### src/rtl/suite_pkg.sv
// suite_pkg: VRAM geometry and fill-engine state encoding shared across the 240p suite.
package suite_pkg;
  localparam int AW = 17;
  localparam int DW = 8;
  localparam int VRAM_WORDS = 131072;
  typedef enum logic [1:0] {IDLE = 2'd0, RUN = 2'd1, DONE = 2'd2} fill_state_t;
endpackage

### src/rtl/vram_fill_engine.sv
// vram_fill_engine: validates fill requests and walks the range, requesting a write on free cycles.
module vram_fill_engine import suite_pkg::*; #(
  parameter int AW = suite_pkg::AW,
  parameter int DW = suite_pkg::DW,
  parameter int VRAM_WORDS = suite_pkg::VRAM_WORDS,
  parameter int BLANK_ONLY = 1
) (
  input  logic          clk,
  input  logic          reset,
  input  logic          ioctl_wr,
  input  logic          v_blank,
  input  logic          fill_start,
  input  logic          fill_abort,
  input  logic [AW-1:0] fill_base,
  input  logic [AW:0]   fill_len,
  input  logic [DW-1:0] fill_data,
  output logic          req,
  output logic [AW-1:0] req_addr,
  output logic [DW-1:0] req_data,
  output logic          busy,
  output logic          done,
  output logic          err
);
  fill_state_t state;
  logic [AW:0] rem;
  logic over;
  // one extra bit so a huge fill_len cannot wrap the bound check
  assign over = ({2'b0, fill_base} + {1'b0, fill_len}) > (AW+2)'(VRAM_WORDS);
  assign req = state == RUN && !ioctl_wr && (v_blank || BLANK_ONLY == 0) && !fill_abort;
  assign busy = state != IDLE;
  assign done = state == DONE;
  always_ff @(posedge clk)
    if (!reset) begin
      state <= IDLE;
      req_addr <= '0;
      rem <= '0;
      req_data <= '0;
      err <= 1'b0;
    end else begin
      err <= fill_start && (state != IDLE || (fill_len != '0 && over));
      if (state == IDLE) begin
        if (fill_start && fill_len == '0) state <= DONE;
        else if (fill_start && !over) begin
          state <= RUN;
          req_addr <= fill_base;
          rem <= fill_len;
          req_data <= fill_data;
        end
      end else if (state == RUN) begin
        if (fill_abort) state <= IDLE;
        else if (req) begin
          req_addr <= req_addr + 1'b1;
          rem <= rem - 1'b1;
          if (rem == (AW+1)'(1)) state <= DONE;
        end
      end else state <= IDLE;
    end
endmodule

### src/rtl/vram_write_arbiter.sv
// vram_write_arbiter: owns VRAM write port B; ioctl download always wins, fill uses leftover cycles.
module vram_write_arbiter #(
  parameter int AW = suite_pkg::AW,
  parameter int DW = suite_pkg::DW,
  parameter int VRAM_WORDS = suite_pkg::VRAM_WORDS,
  parameter int BLANK_ONLY = 1
) (
  input  logic          clk,
  input  logic          reset,
  input  logic          ioctl_wr,
  input  logic [AW-1:0] ioctl_addr,
  input  logic [DW-1:0] ioctl_data,
  input  logic          v_blank,
  input  logic          fill_start,
  input  logic          fill_abort,
  input  logic [AW-1:0] fill_base,
  input  logic [AW:0]   fill_len,
  input  logic [DW-1:0] fill_data,
  output logic          vram_we,
  output logic [AW-1:0] vram_addr,
  output logic [DW-1:0] vram_data,
  output logic          fill_busy,
  output logic          fill_done,
  output logic          fill_err
);
  logic req;
  logic [AW-1:0] req_addr;
  logic [DW-1:0] req_data;
  vram_fill_engine #(.AW(AW), .DW(DW), .VRAM_WORDS(VRAM_WORDS), .BLANK_ONLY(BLANK_ONLY)) u_fill (
    .clk(clk), .reset(reset), .ioctl_wr(ioctl_wr), .v_blank(v_blank),
    .fill_start(fill_start), .fill_abort(fill_abort), .fill_base(fill_base),
    .fill_len(fill_len), .fill_data(fill_data), .req(req), .req_addr(req_addr),
    .req_data(req_data), .busy(fill_busy), .done(fill_done), .err(fill_err)
  );
  always_ff @(posedge clk)
    if (!reset) begin
      vram_we <= 1'b0;
      vram_addr <= '0;
      vram_data <= '0;
    end else begin
      vram_we <= ioctl_wr | req;
      vram_addr <= ioctl_wr ? ioctl_addr : req_addr;
      vram_data <= ioctl_wr ? ioctl_data : req_data;
    end
endmodule
### config.mk
export PLATFORM = sky130hd
export DESIGN_NAME = vram_write_arbiter
export DESIGN_NICKNAME = d
export VERILOG_FILES = /design/src/rtl/suite_pkg.sv /design/src/rtl/vram_fill_engine.sv /design/src/rtl/vram_write_arbiter.sv
export SDC_FILE = /design/constraint.sdc
export NUM_CORES = 1
export LEC_CHECK = 0
export BUFFER_PORTS_ARGS = -buffer_cell sky130_fd_sc_hd__buf_2
export CAP_MARGIN = 20
export CORE_MARGIN = 1
export CORE_UTILIZATION = 50
export CTS_CLUSTER_DIAMETER = 120
export DETAILED_ROUTE_END_ITERATION = 7
export HOLD_SLACK_MARGIN = 0.06
export PLACE_DENSITY = 0.75
export SYNTH_ARGS = -nofsm -noshare
export SYNTH_HDL_FRONTEND = slang
export SYNTH_SLANG_ARGS = --single-unit
export TNS_END_PERCENT = 20
### constraint.sdc
create_clock -name clk -period 6.6 [get_ports clk]
set_input_delay 0.66 -clock clk [delete_from_list [all_inputs] [get_ports clk]]
set_output_delay 0.66 -clock clk [all_outputs]
set_load 0.05 [all_outputs]
==> summary.txt <==
Status
  – Status: completed

GRT
  – Initial antenna violation count: 0
  – First-pass GRT wire length: 21,500 um
  – Gr ovfl total: 0
  – Largest net degree at the start of global routing: 60
  – GRT Util Overall: 0.282
  – Number of global-route vias before repair: 4,361

Synthesis
  – Area contributors post-synth: dfxtp_1 32%, mux2i_1 6.4%, ha_1 5.5%
  – Synth Net Count: 654
  – Post-synth EDFFs: 0
  – Yosys top cell area share: 0.318
  – Cells after Synth: 559
  – Post-synthesis sequential area ratio: 0.318
  – Syn. warnings: 0
  – Async SR Flop Fraction: 0
  – Synthesized cell area: 4530 um^2
  – Synth cell types: 66
  – Ys flop type: dfxtp_1
  – Synth area leader: dfxtp_1
  – Synthesis-stage register bit count: 72
  – Syn Area/Cell: 8.10 um^2

Clocking
  – Clock Latency Late Sink: 360 ps
  – CTS Sinks: 72
  – H-tree depth: 3
  – CTS tree: done
  – Clk Tree Root Cell: clkbuf_8
  – Post-CTS Setup Bufs: 0
  – Max clock buf depth: 2
  – # resized after CTS: 0
  – Post-CTS Hold Buffers: 0
  – Cts bufs inserted: 9
  – Clk pin slew, worst setup/hold paths: 80 ps

Die
  – Initial Utilization: 0.519
  – Core Rows: 34
  – Core area: 8720 um^2
  – Die Y: 97.1 um
  – Top-Level Pins: 103
  – Die ar.: 9440 um^2
  – DIE WIDTH: 97.1 um

Route
  – Top Layer Used: met4
  – WL met1: 5620 um
  – Residual DRC: 0
  – Drt total wl: 13,300 um
  – WL met2: 6190 um
  – Starting DRT DRC Count: 282
  – Pre-antenna DRT Iters: 7
  – Via count: 4,771
  – Vias per cell: 6.30
  – Antenna Nets Post-Route: 0
  – Routed wire length per instance: 17.6 um
  – Metal3 WL: 1160 um

Setup path
  – CP Max Fanout: 19
  – Crit. End Element: flip-flop
  – CP startpoint kind: primary input
  – CP required: 6830 ps
  – Setup CP Type: primary input to flip-flop
  – CP Data Arrival Time: 4380 ps

Timing
  – Final period util: 0.628
  – Final count of negative-setup-slack endpoints: 0
  – Slew HR: 0.396
  – RSZ-0062 raised after global routing: false
  – TNS Setup: 0 ps
  – Max Clock Freq: 241 MHz
  – Setup ws final: 2450 ps
  – Worst-Margin Slew: 903 ps
  – Minimum clock period: 4150 ps
  – Skew final: 9.55 ps
  – Slew Viols, Final: 0
  – Final hold viol count: 0

Layout
  – Multi-input gate area: 2900 um^2
  – Final Non-Filler Cells: 757
  – # diodes: 0
  – Fillers: 772
  – FF+latch area: 1440 um^2
  – Nets: 739
  – Layout Utilization: 0.602
  – Layout cells sized above 1: 0.216
  – Layout area overhead: 16.0%

Power
  – Maximum vdd drop: 0.000127 V
  – Pwr Total: 0.00116 W
  – Pwr per Cell Area: 221 nW/um^2
  – LEAKAGE: 2.17 nW

Place
  – Cells after DPL: 741
  – Pre-CTS WS: 2190 ps
  – Port buffer count: 102
  – DPL Wire Length: 9990 um
  – Placer Congestion: 0.988

Worst hold path
  – Worst hold path type: flip-flop to flip-flop

Job
  – Max-cap violation count: 0
[synth_stat cells (2+ instances only)]
cell	count
a21o_1	9
a21oi_1	43
a22oi_1	4
a311o_1	2
a31o_2	2
a31oi_1	4
and3_1	8
and4_1	2
buf_2	5
buf_4	3
clkbuf_1	21
dfxtp_1	72
ha_1	20
inv_1	14
mux2i_1	29
nand2_1	42
nand2b_1	6
nand3_1	27
nand4_1	8
nor2_1	23
nor2b_1	31
nor3_1	29
nor3b_1	7
nor4_1	10
o2111ai_1	2
o211ai_1	3
o21a_1	6
o21ai_0	40
o221a_2	2
o221ai_1	3
o22ai_1	30
o311a_1	3
o31ai_1	9
o41ai_1	3
or2_2	3
or3_1	4
[final cells by class]
type / count / area share
clock buffers: 9 / 0.0236
clock inverters: 7 / 0.0117
inverters: 14 / 0.0100
multi-input cells: 442 / 0.553
flip-flops and latches: 72 / 0.275
well taps: 108 / 0.0257
repair buffers: 105 / 0.102
[worst max-delay path: stages]
cell,delay [ps]
buf_2,120
ha_1,220
inv_1,70
fa_1,410
nand2b_1,180
a21boi_1,320
nor4b_1,100
or4_4,560
a2111oi_4,330
and3_1,260
nor2_1,120
o21ai_2,520
buf_4,370
o22ai_1,120
[metrics by stage]
step	hold WS, ps	area, um^2
floorplan	435	4530
global route	501	5250
detailed placement	453	5060
finish	461	5250
global placement	445	5060
CTS	465	5250
[sequential cells by signal, indices dropped and copies added (netlist names)]
name and cells:
u_fill.req_data 8, vram_addr 17, u_fill.state 2, u_fill.err 1
vram_we 1, u_fill.req_addr 17, u_fill.rem 18, vram_data 8
[placed cells by master, fill, tap and decap left out, types with 3 or more instances in the layout]
cell and count:
buf_2 102, and3_1 8, o221ai_1 3, nand4_1 8
buf_4 3, nor3b_1 7, nor4_1 10, or2_2 3
o211ai_1 3, nand2b_1 6, o21ai_0 40, nor2b_1 31
nand2_1 42, o311a_1 3, o22ai_1 30, o31ai_1 9
a21o_1 9, nor2_1 22, a22oi_1 4, o21a_1 6
a21oi_1 43, inv_1 14, ha_1 20, or3_1 4
o41ai_1 3, nor3_1 29, a31oi_1 4, dfxtp_1 72
clkbuf_8 9, nand3_1 27, mux2i_1 29
[per-layer routing]
layer / global-route usage / up-vias
met1: 0.359 / 2212
met5: 0 / -
met4: 0.0918 / 0
li1: - / 2284
met2: 0.476 / 240
met3: 0.0583 / 35
[kinds of logic after synthesis]
kind of cell / count (synthesis) / share of synthesized area
flops: 72 / 0.318
fa+ha+maj: 21 / 0.0597
compound gates: 182 / 0.267
mux: 30 / 0.0666
buf+inv: 45 / 0.0429
simple gates: 207 / 0.241
xor+xnor: 2 / 0.00387
[power breakdown]
part	switching [W]	leakage, nW	internal (W)
Sequential	0.0000233	0.589	0.000463
Combinational	0.000218	1.49	0.000124
Clock	0.000191	0.0884	0.000143
Total	0.000433	2.17	0.000729
[final timing paths]
kind / startpoint / endpoint / slack (ps) / depth (start not counted)
max: fill_len[0] / u_fill.rem[5] / 2450 / 14
min: u_fill.req_data[2] / u_fill.req_data[2] / 460 / 2
max reg2reg: u_fill.state[0] / u_fill.rem[5] / 3310 / 7
min reg2reg: u_fill.req_data[2] / u_fill.req_data[2] / 460 / 2
(Power assumes the default switching activity.)
